`config.mk`:
```
export PLATFORM = sky130hd
export DESIGN_NAME = gpc_sum_accum_flat
export DESIGN_NICKNAME = d
export VERILOG_FILES = /design/src/rtl/gpc_sum_accum_if.sv /design/src/rtl/gpc_sum_accum.sv /design/src/flat_wrapper.sv
export SDC_FILE = /design/constraint.sdc
export NUM_CORES = 1
export LEC_CHECK = 0
export ABC_AREA = 1
export CAP_MARGIN = 30
export CORE_MARGIN = 1.5
export CORE_UTILIZATION = 55
export CTS_BUF_LIST = sky130_fd_sc_hd__clkbuf_4 sky130_fd_sc_hd__clkbuf_8 sky130_fd_sc_hd__clkbuf_16
export DETAILED_ROUTE_END_ITERATION = 7
export PLACE_DENSITY = 0.8
export RECOVER_POWER = 100
export SLEW_MARGIN = 25
export SYNTH_ARGS = -nofsm -noshare
export SYNTH_HDL_FRONTEND = slang
export SYNTH_SLANG_ARGS = --single-unit
```
`constraint.sdc`:
```
create_clock -name clk -period 2.2 [get_ports clk]
set_clock_uncertainty 0.1 [all_clocks]
set_input_delay 0.22 -clock clk [delete_from_list [all_inputs] [get_ports clk]]
set_output_delay 0.22 -clock clk [all_outputs]
set_load 0.05 [all_outputs]
```
`src/rtl/gpc_sum_accum_if.sv`:
```
// Sample stream in, frame-total stream out, bundled for gpc_sum_accum.
// The slave side is the accumulator and the master side is the producer/consumer pair.
interface gpc_sum_accum_if #(
  parameter int IN_W  = 3,
  parameter int ACC_W = 16,
  parameter int CNT_W = 8
);
  logic             in_valid;
  logic             in_ready;
  logic [IN_W-1:0]  in_data;
  logic             in_last;
  logic             out_valid;
  logic             out_ready;
  logic [ACC_W-1:0] out_sum;
  logic [CNT_W-1:0] out_count;
  logic             out_ovf;

  modport master (
    output in_valid, in_data, in_last, out_ready,
    input  in_ready, out_valid, out_sum, out_count, out_ovf
  );

  modport slave (
    input  in_valid, in_data, in_last, out_ready,
    output in_ready, out_valid, out_sum, out_count, out_ovf
  );
endinterface

```
`src/rtl/gpc_sum_accum.sv`:
```
// Saturating frame accumulator for GPC results; the total is registered 1 cycle after the closing sample.
// in_ready = !out_valid | out_ready, so input stalls while a finished frame waits to be consumed.
module gpc_sum_accum #(
  parameter int IN_W      = 3,
  parameter int ACC_W     = 16,
  parameter int FRAME_LEN = 8,
  parameter int CNT_W     = 8
) (
  input  logic             clk,
  input  logic             rst,
  gpc_sum_accum_if.slave   bus
);

  typedef enum logic [1:0] {S_IDLE, S_ACCUM, S_DONE} state_t;

  state_t           r_state, w_state_nxt;
  logic [ACC_W-1:0] r_acc, w_acc_nxt;
  logic [CNT_W-1:0] r_cnt, w_cnt_nxt;
  logic             r_ovf, w_ovf_nxt;
  logic             r_out_valid, w_out_valid_nxt;
  logic [ACC_W-1:0] r_out_sum, w_out_sum_nxt;
  logic [CNT_W-1:0] r_out_count, w_out_count_nxt;
  logic             r_out_ovf, w_out_ovf_nxt;

  logic             w_in_ready;
  logic             w_accept;
  logic             w_fire;
  logic             w_close;
  logic [ACC_W:0]   w_sum_ext;
  logic             w_sat;
  logic [ACC_W-1:0] w_res;

  assign w_in_ready = !r_out_valid | bus.out_ready;
  assign w_accept   = bus.in_valid & w_in_ready;
  assign w_fire     = r_out_valid & bus.out_ready;
  assign w_close    = w_accept & (bus.in_last | (r_cnt == CNT_W'(FRAME_LEN - 1)));

  // One extra bit catches the carry that signals saturation.
  assign w_sum_ext  = {1'b0, r_acc} + (ACC_W + 1)'(bus.in_data);
  assign w_sat      = w_sum_ext[ACC_W];
  assign w_res      = w_sat ? {ACC_W{1'b1}} : w_sum_ext[ACC_W-1:0];

  always_comb begin
    w_state_nxt     = r_state;
    w_acc_nxt       = r_acc;
    w_cnt_nxt       = r_cnt;
    w_ovf_nxt       = r_ovf;
    w_out_valid_nxt = r_out_valid;
    w_out_sum_nxt   = r_out_sum;
    w_out_count_nxt = r_out_count;
    w_out_ovf_nxt   = r_out_ovf;

    case (r_state)
      S_IDLE, S_ACCUM: ;
      S_DONE: begin
        if (w_fire) begin
          w_out_valid_nxt = 1'b0;
          w_state_nxt     = S_IDLE;
        end
      end
      default: w_state_nxt = S_IDLE;
    endcase

    // In DONE an accept implies out_fire, and acc is already clear, so a new frame starts here too.
    if (w_accept) begin
      if (w_close) begin
        w_state_nxt     = S_DONE;
        w_out_valid_nxt = 1'b1;
        w_out_sum_nxt   = w_res;
        w_out_count_nxt = r_cnt + 1'b1;
        w_out_ovf_nxt   = r_ovf | w_sat;
        w_acc_nxt       = '0;
        w_cnt_nxt       = '0;
        w_ovf_nxt       = 1'b0;
      end else begin
        w_state_nxt     = S_ACCUM;
        w_acc_nxt       = w_res;
        w_cnt_nxt       = r_cnt + 1'b1;
        w_ovf_nxt       = r_ovf | w_sat;
      end
    end
  end

  always_ff @(posedge clk) begin
    if (rst) begin
      r_state     <= S_IDLE;
      r_acc       <= '0;
      r_cnt       <= '0;
      r_ovf       <= 1'b0;
      r_out_valid <= 1'b0;
      r_out_sum   <= '0;
      r_out_count <= '0;
      r_out_ovf   <= 1'b0;
    end else begin
      r_state     <= w_state_nxt;
      r_acc       <= w_acc_nxt;
      r_cnt       <= w_cnt_nxt;
      r_ovf       <= w_ovf_nxt;
      r_out_valid <= w_out_valid_nxt;
      r_out_sum   <= w_out_sum_nxt;
      r_out_count <= w_out_count_nxt;
      r_out_ovf   <= w_out_ovf_nxt;
    end
  end

  assign bus.in_ready  = w_in_ready;
  assign bus.out_valid = r_out_valid;
  assign bus.out_sum   = r_out_sum;
  assign bus.out_count = r_out_count;
  assign bus.out_ovf   = r_out_ovf;

endmodule

```
`src/flat_wrapper.sv`:
```
// flat-port wrapper written by rule: the top's interface ports become plain ports
module gpc_sum_accum_flat 
#(
  parameter int IN_W      = 3,
  parameter int ACC_W     = 16,
  parameter int FRAME_LEN = 8,
  parameter int CNT_W     = 8
)
  (clk, rst, bus_in_valid, bus_in_data, bus_in_last, bus_out_ready, bus_in_ready, bus_out_valid, bus_out_sum, bus_out_count, bus_out_ovf);
  gpc_sum_accum_if #(.IN_W(IN_W), .ACC_W(ACC_W), .CNT_W(CNT_W)) bus_i ();
  input  logic clk;
  input  logic rst;
  input wire logic [$bits(bus_i.in_valid)-1:0] bus_in_valid;
  input wire logic [$bits(bus_i.in_data)-1:0] bus_in_data;
  input wire logic [$bits(bus_i.in_last)-1:0] bus_in_last;
  input wire logic [$bits(bus_i.out_ready)-1:0] bus_out_ready;
  output wire logic [$bits(bus_i.in_ready)-1:0] bus_in_ready;
  output wire logic [$bits(bus_i.out_valid)-1:0] bus_out_valid;
  output wire logic [$bits(bus_i.out_sum)-1:0] bus_out_sum;
  output wire logic [$bits(bus_i.out_count)-1:0] bus_out_count;
  output wire logic [$bits(bus_i.out_ovf)-1:0] bus_out_ovf;
  assign bus_i.in_valid = bus_in_valid;
  assign bus_i.in_data = bus_in_data;
  assign bus_i.in_last = bus_in_last;
  assign bus_i.out_ready = bus_out_ready;
  assign bus_in_ready = bus_i.in_ready;
  assign bus_out_valid = bus_i.out_valid;
  assign bus_out_sum = bus_i.out_sum;
  assign bus_out_count = bus_i.out_count;
  assign bus_out_ovf = bus_i.out_ovf;
  gpc_sum_accum #(.IN_W(IN_W), .ACC_W(ACC_W), .FRAME_LEN(FRAME_LEN), .CNT_W(CNT_W)) u_core (.clk(clk), .rst(rst), .bus(bus_i));
endmodule
```
---- Yosys cells after proc, flatten, opt, wreduce, memory -nomap -nowiden ----
Cells that the tools add are included.
cells by class
  $add $sub $neg .......................... 2
  equal/unequal tests ..................... 5
  multiplexer cells ....................... 12
  bitwise operators ....................... 6
  reductions and logical operators ........ 5
operator list
  cell                                                    number
  2-to-1 mux 16 bit                                       2
  adder 16 x 3 -> 17 bit                                  1
  adder 8 x 1 -> 8 bit (second input constant)            1
  == test 8 x 3 -> 1 bit (second input constant)          1
  2-to-1 mux 8 bit                                        1
  2-to-1 mux 2 bit                                        3
  2-to-1 mux 1 bit                                        5
  one-hot mux 2 bit (2 select lines)                      1
  AND reduction 2 bit                                     2
  bitwise AND 1 bit                                       3
  inequality test 3 x 1 -> 1 bit (second input constant)  1
  bitwise OR 1 bit                                        3
  == test 2 x 1 -> 1 bit (second input constant)          1
  == test 2 bit (second input constant)                   1
  logical NOT 2 bit                                       1
  inequality test 2 x 1 -> 1 bit (second input constant)  1
  OR reduction 2 bit                                      1
  logical NOT 1 bit                                       1
storage, ports and cells
  flip-flop bits (word level) ............. 53
  input port bits ......................... 8
  output and inout port bits .............. 27
  logic and storage cells ................. 38

---- Longest topological paths before layout ----
  word-level depth ........................ 6
  depth in mapped cells ................... 11
  mapped depth without buffers ............ 11

---- Worst setup path after synthesis ----
OpenSTA, ideal clock, no wires.
  path kind ............................... register -> register
  from .................................... register u_core.r_out_valid, in the netlist u_core.bus.out_valid
  to ...................................... register u_core.r_out_count[7], in the netlist u_core.bus.out_count[7]
  arrival ................................. 1.985 ns
  data required time ...................... 1.982 ns
  path slack .............................. -0.002 ns
  cell stages (with the launch flop) ...... 9
  buffers on the path ..................... 1
  period minus slack after synthesis ...... 2.202 ns
  path through ............................ dfxtp_1 nand2_1 nand2_2 inv_1 nand2_2 inv_2 buf_4 o21ai_0 nor2_1
between the ends
  longest elaborated chain between the ends .. 5
RTL lines
  what                                      RTL line              RTL
  start, declared                           gpc_sum_accum.sv:20   logic r_out_valid, w_out_valid_nxt;
  start signal, assigned                    gpc_sum_accum.sv:99   r_out_valid <= w_out_valid_nxt;
  logical NOT 1 bit (*)                     gpc_sum_accum.sv:33   assign w_in_ready = !r_out_valid | bus.out_ready;
  bitwise OR 1 bit (*)                      gpc_sum_accum.sv:33
  net bus_in_ready                          flat_wrapper.sv:17    output wire logic [$bits(bus_i.in_ready)-1:0] bus_in_ready;
  bitwise AND 1 bit (*)                     gpc_sum_accum.sv:34   assign w_accept = bus.in_valid & w_in_ready;
  bitwise AND 1 bit                         gpc_sum_accum.sv:36   assign w_close = w_accept & (bus.in_last | (r_cnt == CNT_W'(FRAME_LEN - 1)));
  AND reduction 2 bit (no source line) (*)  --
  end signal, assigned                      gpc_sum_accum.sv:101  r_out_count <= w_out_count_nxt;
  end, declared                             gpc_sum_accum.sv:22   logic [CNT_W-1:0] r_out_count, w_out_count_nxt;
Mark *: on every way through the listed nets, which the timed path passes. The rest lies on a longest branch.
A chain may end at the register's enable or synchronous reset.

---- Worst setup path after layout ----
  from .................................... input port bus_in_data[0]
  to ...................................... register u_core.r_out_ovf, in the netlist u_core.bus.out_ovf
between the ends
  longest elaborated chain between the ends .. 2
RTL lines
  what                    RTL line              RTL
  start, declared         flat_wrapper.sv:14    input wire logic [$bits(bus_i.in_data)-1:0] bus_in_data;
  adder 16 x 3 -> 17 bit  gpc_sum_accum.sv:39   assign w_sum_ext = {1'b0, r_acc} + (ACC_W + 1)'(bus.in_data);
  bitwise OR 1 bit        gpc_sum_accum.sv:71   w_out_ovf_nxt = r_ovf | w_sat;
  end signal, assigned    gpc_sum_accum.sv:102  r_out_ovf <= w_out_ovf_nxt;
  end, declared           gpc_sum_accum.sv:23   logic r_out_ovf, w_out_ovf_nxt;
No other way between the ends.

==> results.yml <==
run_status:
  status: "completed"
timing:
  tns_ns: 0
  slew_viol_final: 0
  rsz0062_at_grt: "no"
  period_share_pct: 93.13
  hold_viol_final: 0
  max_slew.worst_pin.slew_ns: 0.6630
  min_period_ns: 2.049
  slew_headroom_pct: 55.75
  setup_violations: 0
  fmax_ghz: 0.4881
placed_design:
  port_buffers: 34
  dp_hpwl_um: 3971
  place_congestion: 0.9064
yosys:
  yosysMostFrequentCell: "nand2_1"
  synth_area_mm2: 0.002658
  synth-main-ff-cell: "dfxtp_1"
  synth_edf_count: 0
  syn_nets: 385
  synth_cell_types: 30
  ys_seq_area_share_pct: 39.92
  syn_inst: 372
  synth_area_leader_cell: "dfxtp_1"
  synth_top_area_share_pct: 39.92
  syn_avg_cell_area_um2: 7.144
  ys_ff_latch: 53
  yosys_warnings: 0
  yosys-top-cells-area: "dfxtp_1 40%, nand2_1 13%, nor2_1 7.8%, o21ai_0 5.6%, inv_1 4.4%"
  synthArstFlopShare_pct: 0
  yosys-top-cells-count: "91 x nand2_1, 55 x nor2_1, 53 x dfxtp_1"
cts:
  cts.path.max_buffers: 2
  cts_resized: 0
  tritoncts: "built"
  cts-buffers-inserted: 5
  post-cts-setup-buffers: 0
  cts_root_buf: "clkbuf_8"
  htree_levels: 2
  cts_hold_buf: 0
  path_clk_slew_ns: 0.09
  clock-sinks: 53
  clk-insertion-delay-late_ns: 0.30
pwr:
  powerDensity_mw_per_mm2: 603.4
  peakVddDrop_mv: 0.3940
  power.leakage_uw: 0.001253
setup_path:
  crit_chain: "clkdlybuf4s50_1, ha_1, fa_1, nand2_1, nand2_1, nand2_2, nor2_4, nand3_4, clkbuf_4, nand2_2, inv_1, a21oi_2"
  cpMaxStageDelayCell: "clkdlybuf4s50_1"
  required_ns: 2.28
  critPathArrivalTime_ns: 2.13
  worstReg2RegStart: "u_core.r_acc[0]"
  startpoint_type: "primary input"
  r2r_cells: 11
  criticalPathCategory: "in2reg"
  startpoint: "bus_in_data[0]"
  crit_path_end_kind: "flop"
  cpPeakStageDelay_ns: 0.40
  worst-path-max-fanout: 14
drt:
  drtIter0Drc: 127
  routed_wl_um: 5727
  vias_per_cell: 5.238
  vias: 2425
  drc: 0
  wire_per_inst_um: 12.37
  final_antenna_net_count: 0
  drt_first_pass_iters: 4
global_route:
  grt-ovfl-total: 0
  grt_max_degree: 31
  grt_pass1_vias: 2173
  antenna_found_initial: 0
  grt_usage_pct: 23.34
  grt_pass1_wl_um: 9715
die:
  ios: 35
  dieWidth_um: 72.51
  initial_core_util_pct: 56.64
  fp.dieH_um: 72.51
  die-area_mm2: 0.005258
  core_area_mm2: 0.004692
  placementRows: 25
cells_and_area:
  syn2layout_area_growth_pct: 16.43
  insertedDiodeCount: 0
  drive_gt1_share_pct: 10.27
  postLayoutCoreUtil_pct: 65.95
  nets: 422
  fillers: 450
worst_hold_path:
  min_path_cells: 2
  min_from: "u_core.bus.out_count[4]"
  hold_class: "reg2reg"
run:
  drv_cap: 0
-- cell type report --
class / count / area, um^2 / area share [%]
inverters: 33 / 123.9 / 4.003
repair buffers: 44 / 401.6 / 12.98
flip-flops and latches: 53 / 1061 / 34.29
well taps: 54 / 67.56 / 2.184
multi-input cells: 272 / 1350 / 43.63
clock buffers: 6 / 82.58 / 2.669
clock inverters: 1 / 7.507 / 0.2426
-- cell families (layout without fill, tap and decap cells) --
group                    after synthesis  in the layout  share of synthesized area [%]
adder cells (fa/ha/maj)                5              5                          2.637
flip-flops                            53             53                          39.92
AND/OR/NAND/NOR                      194            194                          33.19
buffers and inverters                 47             84                          7.627
XOR/XNOR                               8              8                          2.637
AO/OA/AOI/OAI                         65             65                          13.98
-- final timing paths --
kind / slack [ns] / endpoint
worst max register to register: 0.17 / u_core.bus.out_ovf
worst max-delay path: 0.15 / u_core.bus.out_ovf
worst min register to register: 0.36 / u_core.bus.out_count[4]
worst min-delay path: 0.36 / u_core.bus.out_count[4]
-- report_power, final --
group	internal, uW	leakage (uW)	switching, uW
Clock	249	0.0000433	300
Sequential	993	0.000432	17.4
Combinational	93.9	0.000778	213
Total	1340	0.00125	531
-- state kept, by name (all words and copies together), names as in the netlist --
signal,cells
u_core.bus.out_ovf,1
u_core.r_ovf,1
u_core.bus.out_valid,1
u_core.r_state,2
u_core.bus.out_sum,16
u_core.bus.out_count,8
u_core.r_cnt,8
u_core.r_acc,16
-- layout by cell type, fill, tap and decap left out, drive strengths merged --
master           n
buf              7
xor2             5
o21bai           1
nor2            59
clkbuf          10
nor3             5
a21oi           33
o21ai           30
dlygate4sd3     26
dfxtp           53
nand3b           2
nand2          100
xnor2            3
clkinvlp         1
nand4            1
or2              2
clkdlybuf4s50    7
a22oi            1
nand3           25
fa               1
ha               4
inv             33
-- critical path, delay by kind of cell --
family / cells / cell delay, ns
buffers and inverters: 3 / 0.66
adders and majority gates: 2 / 0.63
and+or+nand+nor: 6 / 0.55
AOI/OAI and AO/OA: 1 / 0.06
-- metal layers --
layer	vias up	share of wire [%]	GRT usage, %
li1	1252	-	-
met1	1099	47	30.74
met2	67	46	38.07
met3	7	6.1	4.722
met4	0	1.1	8.386
met5	-	0	0
-- metrics by stage --
stage	hold WS, ns	power (uW)	worst slack, ns	cells	instance area, um^2
2_1_floorplan	0.3016	1250	0.1825	372	2660
3_3_place_gp	0.3555	1351	-0.08231	456	3062
3_5_place_dp	0.3565	1356	-0.1644	456	3062
4_1_cts	0.3706	1906	0.1628	463	3152
5_1_grt	0.3883	1954	0.04588	463	3094
6_report	0.3644	1867	0.1511	463	3094
(Power assumes the default switching activity.)
==> edit 1: new RTL, config.mk and constraints unchanged <==
Take the reset off `r_out_sum` and load it in a clocked block of its own.
--- a/src/rtl/gpc_sum_accum.sv
+++ b/src/rtl/gpc_sum_accum.sv
@@ -90,3 +90,2 @@
       r_out_valid <= 1'b0;
-      r_out_sum   <= '0;
       r_out_count <= '0;
@@ -99,3 +98,2 @@
       r_out_valid <= w_out_valid_nxt;
-      r_out_sum   <= w_out_sum_nxt;
       r_out_count <= w_out_count_nxt;
@@ -103,2 +101,6 @@
     end
+  end
+
+  always_ff @(posedge clk) begin
+    r_out_sum <= w_out_sum_nxt;
   end
Check against the original RTL: not equivalent (Yosys sat finds a counterexample within 4 cycles, from zero or initial values and one cycle with rst high).
==> edit 1 against the original RTL <==
Sequential power increased by 4%. Synthesized area decreased by 2.9%. Critical path type unchanged. Routed wire length decreased by 12%. Non-clock buffer count increased by 1. Total power decreased by 3.3%. Final cell count decreased by 12%. Count of clock-buffer cells in the layout decreased by 1. Critical endpoint is now u_core.bus.out_sum[0]$_DFFE_PP_. Sequential share of layout area increased by 5.8 points. Combinational power decreased by 24%. Highest routed layer unchanged. Synthesized cell count decreased by 17%. Final area decreased by 1.5%. Largest cell class is now registers. Setup slack got worse by 26 ps. Sequential cell count unchanged.
==> edit 1: results (changes against the original RTL) <==
synthesis:
  syn-num-nets: 323  # was 385
  synth_common_cells: "nand2_1, dfxtp_1, a21oi_1"  # was nand2_1, nor2_1, dfxtp_1
  synth-seq-area-share_pct: 47.3  # was 39.9%
  ys.flop_type: "dfxtp_1"  # unchanged
  async_reset_ff_share_pct: 0  # unchanged
  syn_area_per_cell_um2: 8.32  # was 7.14 um2
  synth-edff-count: 16  # was 0
  yosys.cell_types.count: 37  # was 30
  synth_area_leaders: "dfxtp_1, edfxtp_1, nand2_1, a21oi_1, nand3_2"  # was dfxtp_1, nand2_1, nor2_1, o21ai_0, inv_1
  yosysWarnings: 0  # unchanged
grt:
  grt_pass1_vias: 1956  # was 2173
  antenna_found_initial: 0  # unchanged
  grt_use_total_pct: 21.2  # was 23.3%
  grt_pass1_wl_um: 8560  # was 9720 um
  grt_max_degree: 24  # was 31
setup_path:
  arrival_ps: 2030  # was 2130 ps
  timing.rr.start: "u_core.r_acc[0]$_SDFFE_PP0P_"  # unchanged
  worst-path-max-fanout: 3  # was 14
  cp_slowest_stage_delay_ps: 400  # about the same
  cp-startpoint: "bus_in_data[0]"  # unchanged
  crit_path_top_delay_cell: "clkdlybuf4s50_1"  # unchanged
  critPathTopFamily: "simple AND/OR/NAND/NOR gates"  # was buffers and inverters
drt:
  route.met2.wl_um: 2590  # was 2630 um
  drtIter0Drc: 151  # was 127
  wl_met3_um: 201  # was 347 um
  highest_layer: "met4"  # unchanged
  dr.pass1.iters: 6  # was 4
  via_count: 2103  # was 2425
  wl_met1_um: 2200  # was 2680 um
  wl_per_cell_um: 12.4  # about the same
timing:
  worst_pin_slew_ps: 588  # was 663 ps
clock_tree:
  cts.path.max_buffers: 2  # unchanged
  cts_made_buffers: 5  # unchanged
  clk_pin_slew_ps: 90  # about the same
  h-tree-depth: 2  # unchanged
  post-cts-setup-buffers: 0  # unchanged
  cts_root_buf: "clkbuf_8"  # unchanged
  clkLatencyLatePin_ps: 300  # about the same
  cts_resized: 0  # unchanged
cells_and_area:
  nNetsFinal: 367  # was 422
  n_antenna_cell: 0  # unchanged
  final_cells: 407  # was 463
  drive_gt1_share_pct: 12.4  # was 10.3%
power_and_ir_drop:
  ir_worst_vdd_uv: 425  # was 394 uV
  total_leakage_power_uw: 0.00126  # was 0.00125 uW
outcome:
  outcome: "finished, final reports clean"  # unchanged
worst_hold_path:
  holdCritStartpoint: "u_core.bus.out_count[3]$_SDFFE_PP0P_"  # was u_core.bus.out_count[4]$_SDFFE_PP0P_
  hold_class: "reg2reg"  # unchanged
place:
  post-dp-hpwl_um: 3660  # was 3970 um
  place_inst: 399  # was 456
  place.gp.congestion: 0.845  # was 0.906
  place_ws_ps: -166  # was -164 ps
  port_buffers: 34  # unchanged
edit 1: cell types whose count changed after synthesis, sizes merged, moves of 2 or more:
cell,before,now
nor2,59,25
dfxtp,53,37
edfxtp,0,16
o21ai,30,17
nand2,100,94
inv,33,29
or2,2,6
a21oi,33,30
buf,7,4
clkbuf,7,4
clkinv,0,3
nand3,25,28
nor3,5,2
xnor2,3,1
edit 1: path summary, 6_finish.rpt:
check | to | cells past startpoint | slack [ps]
min reg2reg | u_core.bus.out_count[3]$_SDFFE_PP0P_ | 2 | 370
max reg2reg | u_core.bus.out_sum[0]$_DFFE_PP_ | 9 | 130
max | u_core.bus.out_sum[0]$_DFFE_PP_ | 10 | 130
min | u_core.bus.out_count[3]$_SDFFE_PP0P_ | 2 | 370
edit 1: per-stage QoR:
stage	instance area (um2)	hold WS, ps
2_1_floorplan	2580	302
3_5_place_dp	3030	363
5_1_grt	3050	395
3_3_place_gp	3030	354
4_1_cts	3120	377
6_report	3050	366
edit 1: cell families (layout without fill, tap and decap cells):
group,count (synthesis),after routing,share of synthesized area [%]
buf+inv,40,85,6.50
fa+ha+maj,5,5,2.72
simple gates,157,157,31.1
xor+xnor,6,6,2.04
compound gates,49,49,10.3
flops,53,53,47.3
edit 1: area by class of cell:
class | instances | area, um2
clock buffer | 5 | 68.8
clock inverter | 3 | 16.3
fill | 381 | 1400
inverter | 32 | 123
multi-input combinational | 217 | 1130
sequential | 53 | 1220
tap | 52 | 65.1
timing repair buffer | 45 | 423
edit 1: tightest hold or removal path, stage by stage (launching register included):
cell and delay, ps:
dfxtp_1 320, nand2_1 60, a21oi_1 50
edit 1: power breakdown:
group / internal (uW) / leakage (uW) / total (uW) / switching (uW)
clock network: 221 / 0.0000482 / 527 / 306
registers: 1030 / 0.000455 / 1050 / 12.1
logic: 73.8 / 0.000752 / 233 / 159
edit 1: routing by layer:
layer / track usage (%) / vias up
li1: - / 1091
met1: 26.1 / 963
met2: 38.0 / 45
met3: 3.94 / 4
met4: 6.08 / 0
met5: 0 / -
==> edit 2: new RTL, config.mk and constraints unchanged <==
Made on the original files. `ACC_W` is set to 16 in 3 places; all go to 14.
--- a/src/rtl/gpc_sum_accum_if.sv
+++ b/src/rtl/gpc_sum_accum_if.sv
@@ -4,3 +4,3 @@
   parameter int IN_W  = 3,
-  parameter int ACC_W = 16,
+  parameter int ACC_W = 14,
   parameter int CNT_W = 8
--- a/src/rtl/gpc_sum_accum.sv
+++ b/src/rtl/gpc_sum_accum.sv
@@ -4,3 +4,3 @@
   parameter int IN_W      = 3,
-  parameter int ACC_W     = 16,
+  parameter int ACC_W     = 14,
   parameter int FRAME_LEN = 8,
--- a/src/flat_wrapper.sv
+++ b/src/flat_wrapper.sv
@@ -4,3 +4,3 @@
   parameter int IN_W      = 3,
-  parameter int ACC_W     = 16,
+  parameter int ACC_W     = 14,
   parameter int FRAME_LEN = 8,
Ports: changed (resized bus_out_sum); port bits go from 35 to 33. The function was not compared with the original's and may differ.
==> edit 2 against the original RTL <==
Routed wire length fell by 3.1%. Synthesized area fell by 9.4%. Final area fell by 7.4%. Total power fell by 4.0%. Die area fell by 9.0%. Setup slack improved by 65 ps. Sequential cell count fell by 4. Critical endpoint is now u_core.bus.out_sum[5]$_SDFFE_PP0P_. Highest routed layer unchanged.
==> edit 2: results (changes against the original RTL) <==
cells_and_area:
  drive_gt1_share_pct: 9.60  # was 10.3%
  multi_input_gates: 242  # was 272
  clk_share_pct: 3.15  # was 2.91%
  nonClockInverterCount: 31  # was 33
  nNonClkBuffers: 45  # was 44
  fill_cells: 384  # was 450
outcome:
  outcome: "finished, final reports clean"  # unchanged
grt:
  met2_usage_pct: 38.5  # was 38.1%
  grt.met3_usage_pct: 5.26  # was 4.72%
  grt_pass1_wl_um: 9360  # was 9720 um
  use_met1_pct: 31.8  # was 30.7%
  grt_max_degree: 27  # was 31
setup_path:
  arrival_ps: 2100  # was 2130 ps
  critPathTopFamily: "simple AND/OR/NAND/NOR gates"  # was buffers and inverters
  worst-path-max-fanout: 8  # was 14
  reg2regPathDepth: 10  # was 11
  crit_path_end: "u_core.bus.out_sum[5]$_SDFFE_PP0P_"  # was u_core.bus.out_ovf$_SDFFE_PP0P_
synthesis:
  synth-seq-area-share_pct: 40.7  # was 39.9%
  ys_seq_elements: 49  # was 53
  syn-num-nets: 349  # was 385
place:
  port_buffers: 32  # was 34
power_and_ir_drop:
  p_clk_uw: 551  # was 549 uW
  ir_worst_vdd_uv: 414  # was 394 uV
drt:
  wl_met3_um: 310  # was 347 um
  drtIter0Drc: 194  # was 127
worst_hold_path:
  holdCritStartpoint: "u_core.r_acc[0]$_SDFFE_PP0P_"  # was u_core.bus.out_count[4]$_SDFFE_PP0P_
  hold_path_end: "u_core.r_acc[0]$_SDFFE_PP0P_"  # was u_core.bus.out_count[4]$_SDFFE_PP0P_
timing:
  relSlewSlack_pct: 60.9  # was 55.8%
  max_freq_ghz: 0.504  # was 0.488 GHz
## edit 2: per-stage QoR
step	instances	cell area, um2	hold WS [ps]	util [%]	total power [uW]
6_report	425	2860	380	69.6	1790
5_1_grt	425	2860	396	69.6	1860
4_1_cts	425	2910	382	70.6	1820
3_5_place_dp	417	2820	369	68.4	1280
3_3_place_gp	417	2820	361	68.4	1280
2_1_floorplan	336	2410	302	-	1170
## edit 2: cell families (layout without fill, tap and decap cells)
group                    after synthesis  after routing  share of synthesized area, %
AO/OA/AOI/OAI                         62             62                          14.6
XOR/XNOR                               9              9                          3.27
adder cells (fa/ha/maj)                5              5                          2.91
buffers and inverters                 45             84                          8.37
flip-flops                            49             49                          40.7
AND/OR/NAND/NOR                      166            166                          30.1
## edit 2: tightest hold or removal path, delay by kind of cell (launching register included)
family	cells	cell delay [ps]
compound gates	1	60
flops	1	320
simple gates	1	60
